**config.mk**
```make
export PLATFORM = sky130hd
export DESIGN_NAME = amo_shim_lrsc
export DESIGN_NICKNAME = d
export VERILOG_FILES = /design/src/rtl/amo_shim_lrsc.sv
export SDC_FILE = /design/constraint.sdc
export NUM_CORES = 1
export LEC_CHECK = 0
export BUFFER_PORTS_ARGS = -buffer_cell sky130_fd_sc_hd__buf_2
export CAP_MARGIN = 20
export CELL_PAD_IN_SITES_DETAIL_PLACEMENT = 0
export CELL_PAD_IN_SITES_GLOBAL_PLACEMENT = 1
export CORE_ASPECT_RATIO = 1.75
export CORE_MARGIN = 5
export CORE_UTILIZATION = 30
export DETAILED_ROUTE_END_ITERATION = 6
export PLACE_DENSITY = 0.7
export SLEW_MARGIN = 20
export SYNTH_ARGS = -nofsm -noshare
export SYNTH_HDL_FRONTEND = slang
export SYNTH_SLANG_ARGS = --single-unit
```
**constraint.sdc**
```tcl
create_clock -name clk_i -period 5.3 [get_ports clk_i]
set_input_delay 1.06 -clock clk_i [delete_from_list [all_inputs] [get_ports clk_i]]
set_output_delay 1.06 -clock clk_i [all_outputs]
set_load 0.05 [all_outputs]
```
**src/rtl/amo_shim_lrsc.sv**
```systemverilog
// Atomic shim for one TCDM bank: RISC-V AMOs on a 32-bit lane of the SRAM
// word, plus LR/SC backed by a per-requester row reservation table.
module amo_shim_lrsc #(
   parameter int unsigned AddrMemWidth = 32,
   parameter int unsigned DataWidth    = 64,
   parameter int unsigned NumIds       = 8,
   parameter int unsigned IdWidth      = (NumIds > 1) ? $clog2(NumIds) : 1
) (
   input  logic                      clk_i,
   input  logic                      rst_ni,
   input  logic                      in_req_i,
   output logic                      in_gnt_o,
   input  logic [AddrMemWidth-1:0]   in_add_i,
   input  logic [3:0]                in_amo_i,
   input  logic                      in_wen_i,
   input  logic [DataWidth-1:0]      in_wdata_i,
   input  logic [DataWidth/8-1:0]    in_be_i,
   input  logic [IdWidth-1:0]        in_id_i,
   output logic [DataWidth-1:0]      in_rdata_o,
   output logic                      in_rvalid_o,
   output logic                      out_req_o,
   output logic [AddrMemWidth-1:0]   out_add_o,
   output logic                      out_wen_o,
   output logic [DataWidth-1:0]      out_wdata_o,
   output logic [DataWidth/8-1:0]    out_be_o,
   input  logic [DataWidth-1:0]      out_rdata_i
);

   localparam int NumLanes = int'(DataWidth / 32);
   localparam int LaneW    = (NumLanes > 1) ? $clog2(NumLanes) : 1;

   localparam logic [3:0] AmoNone = 4'h0;
   localparam logic [3:0] AmoSwap = 4'h1;
   localparam logic [3:0] AmoAdd  = 4'h2;
   localparam logic [3:0] AmoAnd  = 4'h3;
   localparam logic [3:0] AmoOr   = 4'h4;
   localparam logic [3:0] AmoXor  = 4'h5;
   localparam logic [3:0] AmoMax  = 4'h6;
   localparam logic [3:0] AmoMaxu = 4'h7;
   localparam logic [3:0] AmoMin  = 4'h8;
   localparam logic [3:0] AmoMinu = 4'h9;
   localparam logic [3:0] AmoCas  = 4'hA;
   localparam logic [3:0] AmoLr   = 4'hB;
   localparam logic [3:0] AmoSc   = 4'hC;

   typedef enum logic {Idle, DoAmo} state_e;

   state_e                  state_q, state_d;
   logic [3:0]              amo_q, amo_d;
   logic [AddrMemWidth-1:0] addr_q, addr_d;
   logic [LaneW-1:0]        sel_q, sel_d;
   logic [31:0]             opb_q, opb_d;
   logic [31:0]             swap_q, swap_d;
   logic                    rvalid_q, rvalid_d;
   logic                    sc_q, sc_d;
   logic                    sc_fail_q, sc_fail_d;
   logic [NumIds-1:0]       res_valid_q, res_valid_d;
   logic [AddrMemWidth-1:0] res_addr_q [NumIds];
   logic [AddrMemWidth-1:0] res_addr_d [NumIds];

   logic [LaneW-1:0] sel;
   logic [31:0]      opb, swp, old, result;
   logic [32:0]      a_ext, b_ext, diff;
   logic             is_amo, is_lr, is_sc, is_plain, sc_ok, signed_op, lt;

   assign is_amo   = (in_amo_i >= AmoSwap) && (in_amo_i <= AmoCas);
   assign is_lr    = (in_amo_i == AmoLr);
   assign is_sc    = (in_amo_i == AmoSc);
   assign is_plain = !is_amo && !is_lr && !is_sc;
   assign sc_ok    = res_valid_q[in_id_i] && (res_addr_q[in_id_i] == in_add_i);

   // Lowest lane with any byte enabled wins; CAS swap value is the next lane up.
   always_comb begin
      sel = '0;
      opb = in_wdata_i[31:0];
      swp = in_wdata_i[32*(1 % NumLanes) +: 32];
      for (int l = NumLanes - 1; l >= 0; l--) begin
         if (|in_be_i[4*l +: 4]) begin
            sel = LaneW'(l);
            opb = in_wdata_i[32*l +: 32];
            swp = in_wdata_i[32*((l + 1) % NumLanes) +: 32];
         end
      end
   end

   always_comb begin
      old = out_rdata_i[31:0];
      for (int l = 0; l < NumLanes; l++) begin
         if (sel_q == LaneW'(l)) old = out_rdata_i[32*l +: 32];
      end
   end

   assign signed_op = (amo_q == AmoMax) || (amo_q == AmoMin);
   assign a_ext     = {signed_op & old[31], old};
   assign b_ext     = {signed_op & opb_q[31], opb_q};
   assign diff      = a_ext - b_ext;
   assign lt        = diff[32];

   always_comb begin
      result = old;
      case (amo_q)
         AmoSwap: result = opb_q;
         AmoAdd:  result = old + opb_q;
         AmoAnd:  result = old & opb_q;
         AmoOr:   result = old | opb_q;
         AmoXor:  result = old ^ opb_q;
         AmoMax,
         AmoMaxu: result = lt ? opb_q : old;
         AmoMin,
         AmoMinu: result = lt ? old : opb_q;
         AmoCas:  result = (old == opb_q) ? swap_q : old;
         default: result = old;
      endcase
   end

   always_comb begin
      in_gnt_o    = 1'b0;
      out_req_o   = in_req_i;
      out_add_o   = in_add_i;
      out_wen_o   = in_wen_i;
      out_wdata_o = in_wdata_i;
      out_be_o    = in_be_i;
      state_d     = state_q;
      amo_d       = amo_q;
      addr_d      = addr_q;
      sel_d       = sel_q;
      opb_d       = opb_q;
      swap_d      = swap_q;
      sc_d        = 1'b0;
      sc_fail_d   = sc_fail_q;
      res_valid_d = res_valid_q;
      res_addr_d  = res_addr_q;
      unique case (state_q)
         Idle: begin
            in_gnt_o = in_req_i;
            amo_d    = AmoNone;
            if (is_amo || is_lr) out_wen_o = 1'b0;
            if (is_sc) begin
               out_wen_o = 1'b1;
               out_req_o = in_req_i & sc_ok;
            end
            if (in_req_i) begin
               sel_d = sel;
               if (is_amo) begin
                  state_d = DoAmo;
                  amo_d   = in_amo_i;
                  addr_d  = in_add_i;
                  opb_d   = opb;
                  swap_d  = swp;
               end
               if (is_lr) begin
                  res_valid_d[in_id_i] = 1'b1;
                  res_addr_d[in_id_i]  = in_add_i;
               end
               if (is_sc) begin
                  sc_d                 = 1'b1;
                  sc_fail_d            = !sc_ok;
                  res_valid_d[in_id_i] = 1'b0;
               end
               // Any write to the row kills every reservation on it.
               if (is_amo || (is_plain && in_wen_i) || (is_sc && sc_ok)) begin
                  for (int i = 0; i < int'(NumIds); i++) begin
                     if (res_addr_q[i] == in_add_i) res_valid_d[i] = 1'b0;
                  end
               end
            end
         end
         DoAmo: begin
            out_req_o   = 1'b1;
            out_wen_o   = 1'b1;
            out_add_o   = addr_q;
            out_be_o    = '0;
            out_wdata_o = '0;
            for (int l = 0; l < NumLanes; l++) begin
               if (sel_q == LaneW'(l)) begin
                  out_be_o[4*l +: 4]     = 4'hF;
                  out_wdata_o[32*l +: 32] = result;
               end
            end
            amo_d   = AmoNone;
            state_d = Idle;
         end
         default: state_d = Idle;
      endcase
   end

   assign rvalid_d = in_gnt_o;

   always_comb begin
      in_rdata_o = out_rdata_i;
      if (state_q == DoAmo) begin
         in_rdata_o = '0;
         for (int l = 0; l < NumLanes; l++) begin
            if (sel_q == LaneW'(l)) in_rdata_o[32*l +: 32] = old;
         end
      end else if (sc_q) begin
         in_rdata_o = '0;
         for (int l = 0; l < NumLanes; l++) begin
            if (sel_q == LaneW'(l)) in_rdata_o[32*l +: 32] = {31'b0, sc_fail_q};
         end
      end
   end

   assign in_rvalid_o = rvalid_q;

   always_ff @(posedge clk_i or negedge rst_ni) begin
      if (!rst_ni) begin
         state_q     <= Idle;
         amo_q       <= AmoNone;
         addr_q      <= '0;
         sel_q       <= '0;
         opb_q       <= '0;
         swap_q      <= '0;
         rvalid_q    <= 1'b0;
         sc_q        <= 1'b0;
         sc_fail_q   <= 1'b0;
         res_valid_q <= '0;
         for (int i = 0; i < int'(NumIds); i++) res_addr_q[i] <= '0;
      end else begin
         state_q     <= state_d;
         amo_q       <= amo_d;
         addr_q      <= addr_d;
         sel_q       <= sel_d;
         opb_q       <= opb_d;
         swap_q      <= swap_d;
         rvalid_q    <= rvalid_d;
         sc_q        <= sc_d;
         sc_fail_q   <= sc_fail_d;
         res_valid_q <= res_valid_d;
         for (int i = 0; i < int'(NumIds); i++) res_addr_q[i] <= res_addr_d[i];
      end
   end

endmodule

```
==> run_results.csv <==
group,metric,value,unit
logic_synthesis,synth_edf_count,0,
cts,cts_made_buffers,41,
final_layout,final_cell_area,36500,um^2
global_route,grt_overflow_total,0,
cts,cts_max_level,2,
placement,dpl.cell_count,4679,
setup_path,startpoint_type,"flop",
timing,finalSetupViolations,64,
global_route,first_global_vias,26200,
hold_path,min_path_type,"input pin to async pin",
cts,root_buffer,"clkbuf_16",
final_layout,utilization,40.2,%
logic_synthesis,synth_area_leaders,"dfrtp_1 (34%), mux2_2 (11%), xor2_1 (6.9%)",
timing,hold_viol,0,
floorplanning,die_area,97600,um^2
logic_synthesis,synth_top_area_share,33.8,%
pwr,power,10.7,mW
timing,slew_headroom,20.7,%
global_route,grt_max_degree,119,
route,wl_per_cell,26.8,um
logic_synthesis,synth_top_area_cell,"dfrtp_1",
logic_synthesis,async_flop_share,100,%
route,routed_wl,128000,um
floorplanning,fp.dieH,409,um
setup_path,endpoint_kind,"output port",
pwr,leakage,17.2,nW
floorplanning,num_rows,146,
timing,slew_violations,0,
placement,hpwl,98800,um
cts,path_clk_slew,0.07,ns
logic_synthesis,synth_seq_cells,369,
cts,cts_tree,"built",
final_layout,multi_input_area,18200,um^2
timing,finalWorstSetupSlack,-0.844,ns
logic_synthesis,seq_area_frac_synth,33.8,%
cts,cts.path.max_buffers,3,
placement,port_buffers,350,
timing,setup_tns,-47.83,ns
route,vias_per_cell,5.44,
route,dr.pass1.iters,5,
timing,fmax,163,MHz
floorplanning,core,90600,um^2
route,first_iter_violations,1989,
final_layout,area_growth,33.3,%
final_layout,final_layout_size_suffix_gt1_share,36.9,%
logic_synthesis,ys_top_cells_by_count,"nand2_1 (424), dfrtp_1 (369), mux2_2 (263)",
setup_path,crit_arrival,5.08,ns
route,drc,0,
floorplanning,die_width,238,um
final_layout,ff_latch_area,9240,um^2
logic_synthesis,yosysMostFrequentCell,"nand2_1",
logic_synthesis,yosysWarnings,0,
placement,placed_area,33700,um^2
cts,cts.sinks,369,
cts,clk_latency,0.60,ns
logic_synthesis,avgSynthCellArea,9.17,um^2
setup_path,cp_max_fo,4,
route,postRouteAntennaNets,0,
route,num_vias,26000,
logic_synthesis,syn_inst,2983,
pwr,irDropWorstVdd,0.272,mV
global_route,grt_usage,25.1,%
placement,place.gp.congestion,1.03,
logic_synthesis,synth_ff_type,"dfrtp_1",
setup_path,crit_type,"flop to output port",
timing,worstMarginPinSlew,1.18,ns
global_route,grt_first_pass_wirelength,182000,um
logic_synthesis,syn_area,27400,um^2
final_layout,fillers,9097,
floorplanning,io_pins,351,
run_status,violations,"setup timing",
timing,min_period,6.14,ns
run,drv_cap,0,
setup_path,ff2ff_setup_slack,1.48,ns
pwr,p_per_area,294,nW/um^2
timing,rsz0062_at_grt,"true",
logic_synthesis,synth_nets,3287,
final_layout,instances_no_fill,4779,
timing,finalCritPeriodShare,116,%
setup_path,worstPathRequired,4.24,ns
global_route,antenna_found_initial,17,
timing,clock_skew,0.0313,ns
run_status,status,"finished with violations",
floorplanning,start_util,30.2,%
final_layout,fin_nets,3861,
logic_synthesis,ys_types,86,
[through the flow]
step	hold WS [ns]	worst slack (ns)
floorplan	0.475	-0.102
global placement	0.483	-1.02
detailed placement	0.490	-1.08
CTS	0.401	-0.862
global route	0.436	-0.942
finish	0.408	-0.844
[report_power, final]
part / switching, mW / internal, mW
Clock: 1.33 / 1.80
Combinational: 2.54 / 1.65
Sequential: 0.294 / 3.11
[flip-flops by register name (all words and copies together), names as in the netlist]
register,cells
res_valid_q,8
opb_q,32
sc_q,1
res_addr_q,256
addr_q,32
sc_fail_q,1
sel_q,1
amo_q,4
swap_q,32
in_rvalid_o,1
state_q,1
[routing by layer]
| metal | wire, um | share of wire, % | vias up | track usage [%] |
|---|---|---|---|---|
| met3 | 8150 | 6.4 | 413 | 4.21 |
| met4 | 13700 | 11 | 4 | 21.0 |
| met1 | 43600 | 34 | 12700 | 26.5 |
| met5 | 18 | 0.014 | - | 0 |
| met2 | 62700 | 49 | 1188 | 43.4 |
| li1 | - | - | 11700 | - |
[layout make-up]
cell class,count,share of cell area [%]
multi-input combinational,2284,50.0
timing repair buffer,759,15.5
tap,1184,4.06
sequential,369,25.3
clock buffer,56,3.19
clock inverter,16,0.731
inverter,102,1.06
antenna,9,0.0618
[worst max-delay path, cell delays in order (launching register included)]
cell	delay, ns
dfrtp_2	0.44
buf_6	0.13
buf_12	0.13
mux2i_4	0.31
ha_4	0.27
nor4_4	0.41
nand4_1	0.17
or4b_4	0.57
a21o_1	0.22
a211o_4	0.36
clkbuf_16	0.17
a211oi_4	0.42
buf_6	0.21
o221ai_4	0.12
a21oi_4	0.25
a21oi_2	0.11
buf_12	0.17
[placed cells by master, fill, tap and decap left out, types with 9 or more instances in the layout]
cell,n
nor4_1,60
xnor2_1,87
o21ai_0,83
diode_2,9
ha_1,118
a22oi_1,26
o22ai_1,16
nor3_1,20
nand2b_1,10
nor2_2,15
o211ai_1,13
a21o_1,18
nand2_1,421
and2_1,69
a21oi_4,10
buf_12,28
nor2b_1,22
xor2_1,215
mux2i_4,9
nor2_4,23
buf_6,73
buf_2,285
nand3_1,19
mux4_2,27
mux2_2,260
a21oi_1,181
clkbuf_16,42
nor2_1,123
nand4_1,46
buf_4,367
a221oi_1,42
o2111ai_1,15
dfrtp_1,367
mux2i_1,80
a221o_1,11
inv_1,95
[worst paths after layout]
path,startpoint,end,cells past startpoint
max,sel_q,out_wdata_o[30],16
min,rst_ni,res_addr_q[212],1
max reg2reg,state_q,res_addr_q[163],10
min reg2reg,addr_q[25],addr_q[25],1
max in group asynchronous,rst_ni,addr_q[31],2
min in group clk_i,addr_q[25],addr_q[25],1
[kinds of logic after synthesis]
kind of cell / synth area share (%)
AND/OR/NAND/NOR: 15.1
AO/OA/AOI/OAI: 14.2
multiplexers: 16.7
flip-flops: 33.8
buffers and inverters: 4.78
XOR/XNOR: 9.70
adder cells (fa/ha/maj): 5.74
[timing repair]
action,CTS,global route
pin swaps,29,35
buffers inserted,16,5
setup endpoints to repair,65,65
cloned,1,1
hold buffers,0,0
resized for setup,208,78
No activity file was read; power rests on OpenSTA's default activity.
